$ cat src/rtl/sprite_compositor.sv
// -----------------------------------------------------------------------------
// sprite_compositor
//
// Display-output stage that sits after the sprite engines. Two 1-bit sprite
// pixel streams are merged onto a background colour, each sprite gets its own
// colour, and the result drives the VGA pins. hsync/vsync/de travel through the
// same two register stages as the colour, so the syncs stay aligned with it.
// Sprite-sprite overlap in the visible area is accumulated over a frame and
// reported on each frame strobe. A saturating counter tracks how many frames
// contained a collision.
//
// Optional build macro: COMPOSITOR_BLEND_EN
//   defined   -> overlapping visible sprite pixels output the per-channel
//                average (c0 + c1) >> 1.
//   undefined -> sprite 0 always wins an overlap (no adders built).
//   Latency, sync alignment and collision behaviour are the same in both builds.
//
// Parameters
//   COLRW      bits per colour channel (packed colour is {R,G,B}, 3*COLRW bits)
//   CNTW       width of the collision-frame counter
//   SYNC_IDLE  level driven on vga_hsync/vga_vsync while in reset
//
// Ports
//   clk        in   pixel clock
//   rst_n      in   asynchronous active-low reset
//   frame      in   one-cycle strobe at start of vertical blanking
//   de         in   data enable from display timings
//   hsync      in   horizontal sync from display timings
//   vsync      in   vertical sync from display timings
//   spr0_pix   in   sprite 0 pixel (priority sprite)
//   spr1_pix   in   sprite 1 pixel
//   spr0_colr  in   sprite 0 colour
//   spr1_colr  in   sprite 1 colour
//   bg_colr    in   background colour
//   vga_hsync  out  hsync delayed by 2 cycles
//   vga_vsync  out  vsync delayed by 2 cycles
//   vga_r/g/b  out  output colour channels, 2 cycles after the input pixel
//   collision  out  1 if sprites overlapped in the visible area last frame
//   coll_cnt   out  saturating count of frames that contained a collision
// -----------------------------------------------------------------------------
module sprite_compositor #(
    parameter int   COLRW     = 4,
    parameter int   CNTW      = 8,
    parameter logic SYNC_IDLE = 1'b1
) (
    input  logic                 clk,
    input  logic                 rst_n,
    input  logic                 frame,
    input  logic                 de,
    input  logic                 hsync,
    input  logic                 vsync,
    input  logic                 spr0_pix,
    input  logic                 spr1_pix,
    input  logic [3*COLRW-1:0]   spr0_colr,
    input  logic [3*COLRW-1:0]   spr1_colr,
    input  logic [3*COLRW-1:0]   bg_colr,
    output logic                 vga_hsync,
    output logic                 vga_vsync,
    output logic [COLRW-1:0]     vga_r,
    output logic [COLRW-1:0]     vga_g,
    output logic [COLRW-1:0]     vga_b,
    output logic                 collision,
    output logic [CNTW-1:0]      coll_cnt
);

    localparam int CW = 3 * COLRW;

    // Stage 1: everything sampled together so a mid-line colour change
    // applies to the pixel captured in the same cycle.
    logic          de_s1;
    logic          hsync_s1;
    logic          vsync_s1;
    logic          spr0_s1;
    logic          spr1_s1;
    logic [CW-1:0] spr0_colr_s1;
    logic [CW-1:0] spr1_colr_s1;
    logic [CW-1:0] bg_colr_s1;

    always_ff @(posedge clk or negedge rst_n) begin
        if (!rst_n) begin
            de_s1        <= 1'b0;
            hsync_s1     <= SYNC_IDLE;
            vsync_s1     <= SYNC_IDLE;
            spr0_s1      <= 1'b0;
            spr1_s1      <= 1'b0;
            spr0_colr_s1 <= '0;
            spr1_colr_s1 <= '0;
            bg_colr_s1   <= '0;
        end else begin
            de_s1        <= de;
            hsync_s1     <= hsync;
            vsync_s1     <= vsync;
            spr0_s1      <= spr0_pix;
            spr1_s1      <= spr1_pix;
            spr0_colr_s1 <= spr0_colr;
            spr1_colr_s1 <= spr1_colr;
            bg_colr_s1   <= bg_colr;
        end
    end

`ifdef COMPOSITOR_BLEND_EN
    // Per-channel average; the extra sum bit keeps the carry so the
    // shift yields a true (c0 + c1) / 2 truncated to COLRW bits.
    logic [CW-1:0] blend_colr;

    generate
        for (genvar gi = 0; gi < 3; gi++) begin : g_blend
            logic [COLRW:0] sum;
            assign sum = {1'b0, spr0_colr_s1[gi*COLRW +: COLRW]}
                       + {1'b0, spr1_colr_s1[gi*COLRW +: COLRW]};
            assign blend_colr[gi*COLRW +: COLRW] = sum[COLRW:1];
        end
    endgenerate
`endif

    // Stage 2 colour select: blanking forces black, sprite 0 has priority.
    logic [CW-1:0] colr_next;

    always_comb begin
        colr_next = '0;
        if (!de_s1) begin
            colr_next = '0;
        end
`ifdef COMPOSITOR_BLEND_EN
        else if (spr0_s1 && spr1_s1) begin
            colr_next = blend_colr;
        end
`endif
        else if (spr0_s1) begin
            colr_next = spr0_colr_s1;
        end else if (spr1_s1) begin
            colr_next = spr1_colr_s1;
        end else begin
            colr_next = bg_colr_s1;
        end
    end

    always_ff @(posedge clk or negedge rst_n) begin
        if (!rst_n) begin
            vga_hsync <= SYNC_IDLE;
            vga_vsync <= SYNC_IDLE;
            vga_r     <= '0;
            vga_g     <= '0;
            vga_b     <= '0;
        end else begin
            vga_hsync <= hsync_s1;
            vga_vsync <= vsync_s1;
            vga_r     <= colr_next[CW-1 -: COLRW];
            vga_g     <= colr_next[2*COLRW-1 -: COLRW];
            vga_b     <= colr_next[COLRW-1 -: COLRW];
        end
    end

    // Collision tracking. hit_now is folded into the frame-strobe result so an
    // overlap coincident with the strobe belongs to the frame that is closing.
    logic coll_acc;
    logic hit_now;
    logic frame_hit;

    assign hit_now   = de_s1 & spr0_s1 & spr1_s1;
    assign frame_hit = coll_acc | hit_now;

    always_ff @(posedge clk or negedge rst_n) begin
        if (!rst_n) begin
            coll_acc  <= 1'b0;
            collision <= 1'b0;
            coll_cnt  <= '0;
        end else if (frame) begin
            collision <= frame_hit;
            coll_acc  <= 1'b0;
            if (frame_hit && (coll_cnt != {CNTW{1'b1}})) begin
                coll_cnt <= coll_cnt + CNTW'(1);
            end
        end else begin
            coll_acc <= frame_hit;
        end
    end

endmodule

$ cat config.mk
export PLATFORM = sky130hd
export DESIGN_NAME = sprite_compositor
export DESIGN_NICKNAME = d
export VERILOG_FILES = /design/src/rtl/sprite_compositor.sv
export SDC_FILE = /design/constraint.sdc
export NUM_CORES = 1
export LEC_CHECK = 0
export CAP_MARGIN = 5
export CELL_PAD_IN_SITES_DETAIL_PLACEMENT = 0
export CELL_PAD_IN_SITES_GLOBAL_PLACEMENT = 1
export CORE_ASPECT_RATIO = 0.7
export CORE_MARGIN = 2
export CORE_UTILIZATION = 34
export DETAILED_ROUTE_END_ITERATION = 10
export PLACE_DENSITY = 0.7
export SLEW_MARGIN = 40
export SYNTH_ARGS = -nofsm -noshare
export SYNTH_HDL_FRONTEND = slang
export SYNTH_SLANG_ARGS = --single-unit
$ cat constraint.sdc
create_clock -name clk -period 3.3 [get_ports clk]
set_input_delay 0.33 -clock clk [delete_from_list [all_inputs] [get_ports clk]]
set_output_delay 0.33 -clock clk [all_outputs]
set_load 0.005 [all_outputs]
==> summary.md, run 1 <==
| Metric | Value |
|---|---|
| CP startpoint kind | flop |
| CP arrival | 1990 ps |
| Fraction of layout cells with a size suffix above 1 | 0.128 |
| Maximum clock path buffer count | 2 |
| I/O pin count | 67 |
| Final Hold Slack | -8.41 ps |
| Seq cells post-synth | 65 |
| Fmax | 564 MHz |
| Reg2Reg Setup Slack | 1530 ps |
| Kind of critical path | reg -> reg |
| Antenna Nets Post-Route | 0 |
| Avg Cell Area, Syn | 14.9 um2 |
| CTS clk-pin slew, worst paths | 70 ps |
| Final setup TNS | 0 ps |
| H-tree level count | 3 |
| Vias in the first global route | 1351 |
| Met3 Wirelength | 246 um |
| Post-CTS Setup Bufs | 0 |
| Power per cell area | 620 mW/mm2 |
| Final #Nets | 267 |
| CP max-delay cell | dfrtp_1 |
| Sequential cell area fraction in the yosys report | 0.734 |
| Largest area contributor in the netlist | dfrtp_1 |
| Crit-path cells | a31oi_4 > nor2_4 > nand2_2 > mux2_4 |
| Part of the power in registers | 0.474 |
| Wire per inst | 13.3 um |
| Worst Skew | 9.45 ps |
| Clk sinks | 65 |
| Commonest cells after routing, fill and taps aside | 65 x clkdlybuf4s50_1, 61 x dfrtp_1, 15 x nand2_1 |
| Area contributors post-synth | dfrtp_1 69%, mux2i_1 5.9%, dfstp_2 4.7%, and2_1 3.4%, o21ai_0 2.7% |
| GR Overflow Total | 0 |
| Cell count after synthesis | 149 |
| IO buf count | 66 |
| P_leak | 0.00140 uW |
| Worst Path Required | 3520 ps |
| Placed cells | 289 |
| Metal1 wirelength | 1730 um |
| Via density | 4.31 |
| Post-layout util | 0.509 |
| Largest net degree at the start of global routing | 48 |
| CTS tree | yes |
| Setup crit start | spr1_s1 |
| Reg2Reg Depth | 4 |
| Antenna cells | 0 |
| Total wire length | 4050 um |
| Combinational share of power | 0.142 |
| Via count | 1314 |
| Highest metal used | met4 |
| Max-slew headroom | 0.494 |
| Reg-to-Reg End | coll_cnt[1] |
| Final min period | 1770 ps |
| Initial Util | 0.354 |
| Violated checks | hold timing |
| Maximum vdd drop | 0.217 mV |
| Gpl congestion | 0.707 |
| Worst-path fanout max | 13 |
| Max-capacitance violation count | 0 |
| Die Width | 101 um |
| Final Hold Fails | 1 |
| RR Startpoint | spr1_s1 |
| Distinct cells, synth | 30 |
| Fill cells | 556 |
| Total GRT Usage | 0.130 |
| Global-route wire length before repair | 6800 um |
| CP endpoint kind | flop |
| Cell area after synthesis | 0.00222 mm2 |
| CTS Buf Count | 9 |
| Die ar. | 0.00721 mm2 |
| RSZ-0062 raised after global routing | false |
| Sw frac | 0.222 |
| Initial DRT Pass Iterations | 4 |
| Most common cell after layout, fill and taps aside | clkdlybuf4s50_1 |
| Die Y | 71.7 um |
| Critical path's top delay family | flip-flops |
| Core area | 0.00628 mm2 |
| Num rows | 24 |
| Worst path bufs/invs | 0 |
| Slew Viols, Final | 0 |
| Synthesis-to-layout area growth | 43.7% |
| Slew of the pin with the lowest slew margin | 759 ps |
| Final Cycle Share | 0.537 |
| Ys Warns | 0 |
| Net count after synthesis | 194 |
| Post-cts repair resize count | 0 |
| Hpwl dp | 2850 um |
| P_int | 1540 uW |
| Post-CTS Hold Fix Bufs | 0 |
| Hold Path Class | in -> async |
| Metal2 WL | 2040 um |
| Fin cells | 305 |
| Post-route DRC | 0 |
| Worst skew pair latency | 330 ps |
| Initial drt markers | 31 |
| CP Depth | 4 |
| Root buf cell | clkbuf_8 |
| Clock share of power | 0.384 |
| CP max stage delay | 840 ps |
| Status | complete, but fails checks |
| Antenna violations before repair | 0 |
| Post-synth top area share | 0.687 |
| Final setup violating endpoints | 0 |
| Switch Pwr | 441 uW |
## stage by stage
step                total power, uW  area [um2]  worst slack, ps
floorplan                      1050        2220             1700
global placement               1240        2960             1540
detailed placement             1240        2960             1510
CTS                            2010        3200             1500
global route                   2090        3200             1380
finish                         1980        3200             1530
## synthesized netlist by cell type (all sizes together)
cell / number
and3: 1
a2111oi: 1
nor2b: 1
a21o: 1
nand3: 2
nor2: 3
a21boi: 1
buf: 2
mux2: 1
xnor2: 4
and2: 12
ha: 1
a21oi: 2
o21ai: 12
a31oi: 2
nand4: 2
inv: 2
mux2i: 13
and4: 1
xor2: 1
dfstp: 4
dfrtp: 61
nand2: 16
clkbuf: 3
## kinds of logic (layout without fill, tap and decap cells)
family          Yosys count  in the layout  synth area share
flops                    65             65             0.734
simple gates             38             38            0.0985
compound gates           19             19            0.0630
mux                      14             14            0.0653
buf+inv                   7             85            0.0141
xor+xnor                  5              5            0.0197
fa+ha+maj                 1              1           0.00563
## layout make-up
| class | instances | area [um2] | area share |
|---|---|---|---|
| repair buffers | 67 | 666 | 0.208 |
| clock inverters | 2 | 60.1 | 0.0188 |
| flip-flops and latches | 65 | 1630 | 0.511 |
| multi-input cells | 77 | 561 | 0.175 |
| inverters | 2 | 7.51 | 0.00235 |
| clock buffers | 14 | 173 | 0.0540 |
| well taps | 78 | 97.6 | 0.0305 |
## worst max path at each step
stage                        to
floorplan           coll_cnt[7]
global placement    coll_cnt[1]
detailed placement  coll_cnt[1]
CTS                 coll_cnt[1]
global route        coll_cnt[1]
finish              coll_cnt[1]
## sequential cells by signal, summed over array words and instances, names as in the netlist, 4 cells and up
signal,flops
vga_g,4
bg_colr_s1,12
spr0_colr_s1,12
vga_b,4
vga_r,4
spr1_colr_s1,12
coll_cnt,8
## worst register-to-register path, stage by stage (launching register included)
cell	delay [ps]
dfrtp_1	840
a31oi_4	240
nor2_4	200
nand2_2	100
mux2_4	290
## power by group through the flow
stage | Combinational (uW) | Sequential [uW] | Clock (uW)
floorplan | 113 | 940 | 0
global placement | 281 | 955 | 0
detailed placement | 287 | 954 | 0
CTS | 287 | 941 | 784
global route | 309 | 955 | 823
finish | 281 | 940 | 761
## routing by layer
layer  GRT usage  up-vias
met1       0.162      634
met3      0.0634        4
met2       0.203       35
met5           0        -
met4      0.0365        0
li1            -      641
Note: power is estimated with default switching activity, not from simulation.
==> inputs of run 2 (changes only) <==
- clock period: 3.3 -> 1.8 ns (I/O delays scaled with it)
==> run 2 against run 1 <==
Net effect: the run now ends clean; power up 84%; core utilization up 0.86 points; sequential share of layout area is 0.85 points lower; worst hold slack improved by 270 ps; via count fell by 0.38%; register-to-register slack lost 1400 ps; critical path type unchanged; setup slack worse by 1400 ps.
==> summary.md, run 2 (same netlist as run 1, synthesis figures left out) <==
| Metric | Value |
|---|---|
| Initial Util | 0.354 |
| Antenna Nets Post-Route | 0 |
| Total GRT Usage | 0.129 |
| Worst path bufs/invs | 0 |
| Fraction of layout cells with a size suffix above 1 | 0.155 |
| CP max stage delay | 440 ps |
| Slew Viols, Final | 0 |
| H-tree level count | 3 |
| Initial drt markers | 39 |
| Hpwl dp | 2920 um |
| CTS tree | yes |
| Worst Path Required | 2020 ps |
| I/O pin count | 67 |
| Maximum vdd drop | 0.552 mV |
| Commonest cells after routing, fill and taps aside | 65 x clkdlybuf4s50_1, 61 x dfrtp_1, 15 x nand2_1 |
| Most common cell after layout, fill and taps aside | clkdlybuf4s50_1 |
| Die Width | 101 um |
| GR Util met3 | 0.0654 |
| Met2 Use GR | 0.192 |
| CTS clk-pin slew, worst paths | 70 ps |
| Final Cycle Share | 0.918 |
| Critical path's top delay family | flip-flops |
| Grt peak-use layer | met2 |
| Final Hold Slack | 262 ps |
| Final setup violating endpoints | 0 |
| Worst skew pair latency | 330 ps |
| P_leak | 0.00143 uW |
| GR Overflow Total | 0 |
| Die Y | 71.7 um |
| Global-route wire length before repair | 6730 um |
| Root buf cell | clkbuf_8 |
| Biggest regs | bg_colr_s1: 12 flops, spr0_colr_s1: 12 flops, spr1_colr_s1: 12 flops |
| Via density | 4.21 |
| Place WS | 165 ps |
| Final min period | 1650 ps |
| Post-route DRC | 0 |
| Antenna violations before repair | 0 |
| Maximum clock path buffer count | 2 |
| Antenna cells | 0 |
| Post-cts repair resize count | 0 |
| Num rows | 24 |
| CP max-delay cell | dfrtp_1 |
| Clk sinks | 65 |
| Hold Path Class | in -> reg |
| Max-capacitance violation count | 0 |
| Final setup TNS | 0 ps |
| RSZ-0062 raised after global routing | false |
| Core area | 0.00628 mm2 |
| Slew of the pin with the lowest slew margin | 335 ps |
| Status | complete, no violations |
| Synthesis-to-layout area growth | 46.1% |
| Crit-path cells | ha_1 > and3_4 > a2111oi_4 > nand3_2 > xnor2_1 |
| Post-CTS Hold Fix Bufs | 1 |
| IO buf count | 66 |
| Final Hold Fails | 0 |
| Placed cells | 294 |
| Fin cells | 311 |
| Largest net degree at the start of global routing | 66 |
| Final WS setup | 147 ps |
| Die ar. | 0.00721 mm2 |
| CP endpoint kind | flop |
| Final #Nets | 273 |
| CP arrival | 1870 ps |
| Initial DRT Pass Iterations | 4 |
| GRT met1 Usage | 0.162 |
| Power per cell area | 1120 mW/mm2 |
| Worst Skew | 8.65 ps |
| CTS Buf Count | 9 |
| Via count | 1309 |
| Gpl congestion | 0.719 |
| Vias in the first global route | 1332 |
| Wire per inst | 13.3 um |
| Max-slew headroom | 0.777 |
| Fill cells | 568 |
| Kind of critical path | reg -> reg |
| Fmax | 605 MHz |
| CP startpoint kind | flop |
| Post-CTS Setup Bufs | 0 |
| Total wire length | 4140 um |
| Worst-path fanout max | 5 |
-- run 2: layer usage --
layer / routed length (um) / up-vias
li1: - / 653
met1: 1880 / 617
met2: 1970 / 34
met3: 226 / 5
met4: 64 / 0
met5: 0 / -
-- run 2: final cells by class --
class | instances | area (um2) | share of cell area
sequential | 65 | 1630 | 0.502
timing repair buffer | 73 | 723 | 0.223
multi-input combinational | 77 | 561 | 0.173
clock buffer | 11 | 151 | 0.0466
tap | 78 | 97.6 | 0.0300
clock inverter | 5 | 77.6 | 0.0239
inverter | 2 | 7.51 | 0.00231
-- run 2: metrics by stage --
step	power, uW	utilization	area, um2
2_1_floorplan	1930	-	2220
3_3_place_gp	2300	0.480	3010
3_5_place_dp	2300	0.480	3010
4_1_cts	3700	0.518	3250
5_1_grt	3830	0.518	3250
6_report	3650	0.518	3250
-- run 2: where the power goes --
group          internal (uW)  switching [uW]  leakage (uW)
clock                    850             522      0.000115
sequential              1590             104      0.000780
combinational            361             215      0.000539
total                   2800             841       0.00143
-- run 2: worst paths after layout --
path	startpoint	endpoint	slack (ps)	depth (start not counted)
setup / recovery	coll_cnt[1]	coll_cnt[7]	150	5
hold / removal	hsync	hsync_s1	260	1
setup reg to reg	coll_cnt[1]	coll_cnt[7]	150	5
hold reg to reg	vsync_s1	vga_vsync	360	0
max in group asynchronous	rst_n	vga_vsync	1100	3
min in group asynchronous	rst_n	bg_colr_s1[8]	390	3
-- run 2: worst reg2reg max path, delay by kind of cell, from the launching register on --
family,cells,cell delay [ps]
adder cells (fa/ha/maj),1,260
flip-flops,1,440
AO/OA/AOI/OAI,1,390
AND/OR/NAND/NOR,2,320
XOR/XNOR,1,130
==> inputs of run 3 (changes only) <==
--- a/constraint.sdc
+++ b/constraint.sdc
@@ -3,2 +3,2 @@
 set_output_delay 0.18 -clock clk [all_outputs]
-set_load 0.005 [all_outputs]
+set_load 0.01 [all_outputs]
==> run 3 against run 2 <==
Net effect: clock power rose by 12%; via count fell by 0.76%; power grew 5.0%; combinational power about the same; die area unchanged; largest power group unchanged; worst hold slack worse by 5.9 ps; sequential share of layout area down 0.40 points; register-to-register slack hardly changed; critical path depth is the same.
==> summary.md, run 3 (same netlist as run 1, synthesis figures left out) <==
| Metric | Value |
|---|---|
| Hpwl dp | 2880 um |
| Die ar. | 0.00721 mm2 |
| Kind of critical path | reg -> reg |
| Vias in the first global route | 1287 |
| Reg-to-Reg End | coll_cnt[7] |
| Switch Pwr | 854 uW |
| Global-route wire length before repair | 6670 um |
| Clk sinks | 65 |
| Post-CTS Setup Bufs | 0 |
| Slew Viols, Final | 0 |
| Num rows | 24 |
| CP arrival | 1880 ps |
| Status | complete, no violations |
| CP startpoint kind | flop |
| Fin cells | 310 |
| Fill cells | 524 |
| Core area | 0.00628 mm2 |
| Placed cells | 293 |
| Die Y | 71.7 um |
| Post-layout util | 0.522 |
| Final #Nets | 272 |
| Most common cell after layout, fill and taps aside | clkdlybuf4s50_1 |
| Initial Util | 0.354 |
| Post-route DRC | 0 |
| Power per cell area | 1170 mW/mm2 |
| WHS Path Cells | 1 |
| Reg2Reg Depth | 5 |
| Final Hold Fails | 0 |
| Final setup TNS | 0 ps |
| P_int | 2970 uW |
| Part of the power in registers | 0.446 |
| Synthesis-to-layout area growth | 47.3% |
| Final Cycle Share | 0.925 |
| Largest net degree at the start of global routing | 48 |
| Initial DRT Pass Iterations | 4 |
| Sw frac | 0.223 |
| Combinational share of power | 0.150 |
| IO buf count | 66 |
| Worst Path Required | 2010 ps |
| Final WS setup | 134 ps |
| Hold Path Class | in -> reg |
| Final Hold Slack | 256 ps |
| Place WS | 140 ps |
| Wire per inst | 13.1 um |
| Reg2Reg Setup Slack | 130 ps |
| Total wire length | 4050 um |
| GR Overflow Total | 0 |
| Max-capacitance violation count | 0 |
| I/O pin count | 67 |
| CP max stage delay | 440 ps |
| Via count | 1299 |
| RSZ-0062 raised after global routing | false |
| WHS Endpoint | vsync_s1 |
| Maximum vdd drop | 0.577 mV |
| FF+latch area | 0.00163 mm2 |
| Worst-path fanout max | 5 |
| Crit-path cells | ha_1 > and3_4 > a2111oi_4 > nand3_2 > xnor2_1 |
| Die Width | 101 um |
| Hold wc startpoint | vsync |
| RR Startpoint | coll_cnt[0] |
| Commonest cells after routing, fill and taps aside | 65 x clkdlybuf4s50_1, 61 x dfrtp_1, 15 x nand2_1 |
| CP max-delay cell | dfrtp_1 |
| Fraction of layout cells with a size suffix above 1 | 0.151 |
| P_leak | 0.00144 uW |
| Total GRT Usage | 0.128 |
| Maximum clock path buffer count | 2 |
| CP endpoint kind | flop |
| Area of the multi-input gates | 561 um2 |
| Worst Skew | 7.86 ps |
| Antenna cells | 0 |
| Gpl congestion | 0.721 |
| Slew of the pin with the lowest slew margin | 415 ps |
| CTS clk-pin slew, worst paths | 60 ps |
| Initial drt markers | 19 |
| Root buf cell | clkbuf_8 |
| H-tree level count | 3 |
| Max-slew headroom | 0.724 |
| Clock share of power | 0.403 |
| CTS tree | yes |
| Antenna Nets Post-Route | 0 |
| CTS Buf Count | 9 |
| Final min period | 1670 ps |
| Via density | 4.19 |
| Antenna violations before repair | 0 |
| Final setup violating endpoints | 0 |
| Biggest regs | bg_colr_s1: 12 flops, spr0_colr_s1: 12 flops, spr1_colr_s1: 12 flops |
| Worst skew pair latency | 330 ps |
| Fmax | 600 MHz |
run 3: changes by cell type in the layout (fill, tap and decap cells not counted):
cell and change:
buf_4 -1, clkinv_2 -2, bufinv_16 +1, clkbuf_8 +1
run 3: worst max-delay path by stage:
stage	start	endpoint	slack (ps)	cells after the start
floorplan	coll_cnt[0]	coll_cnt[7]	160	5
global placement	coll_cnt[0]	coll_cnt[7]	170	5
detailed placement	coll_cnt[0]	coll_cnt[7]	140	5
CTS	coll_cnt[0]	coll_cnt[7]	130	5
global route	coll_cnt[0]	coll_cnt[7]	40	5
finish	coll_cnt[0]	coll_cnt[7]	130	5
run 3: power groups by stage:
stage / Combinational (uW) / Clock [uW] / Sequential, uW
after CTS: 585 / 1600 / 1710
after floorplan: 207 / 0 / 1760
after detailed placement: 581 / 0 / 1730
final: 575 / 1540 / 1710
after global placement: 580 / 0 / 1730
after global routing: 631 / 1670 / 1720
run 3: timing repair:
action / CTS / global route
hold buffers: 1 / 0
hold endpoints to repair: 14 / 0
endpoints found under the setup margin: 0 / 0
resized for setup: 0 / 0
run 3: layout make-up:
cell class,count,share of cell area
Inverter,2,0.00229
Tap cell,78,0.0298
Timing Repair Buffer,72,0.218
Sequential cell,65,0.498
Clock inverter,4,0.0298
Clock buffer,12,0.0504
Multi-Input combinational cell,77,0.171
run 3: critical path: cells and delay by family, from the launching register on:
family / cells / cell delay (ps)
AOI/OAI and AO/OA: 1 / 390
xor gates and xnor gates: 1 / 130
adders and majority gates: 1 / 270
DFF: 1 / 440
and+or+nand+nor: 2 / 330
run 3: metal layers:
layer  vias up  GRT usage  share of wire
li1        651          -              -
met3         7     0.0644          0.055
met1       607      0.169           0.46
met2        34      0.180           0.47
met5         -          0              0
met4         0     0.0502          0.015
run 3: through the flow:
| stage | power (uW) | area [um2] |
|---|---|---|
| finish | 3830 | 3280 |
| global route | 4020 | 3280 |
| CTS | 3890 | 3280 |
| detailed placement | 2310 | 3000 |
| global placement | 2310 | 3000 |
| floorplan | 1960 | 2220 |
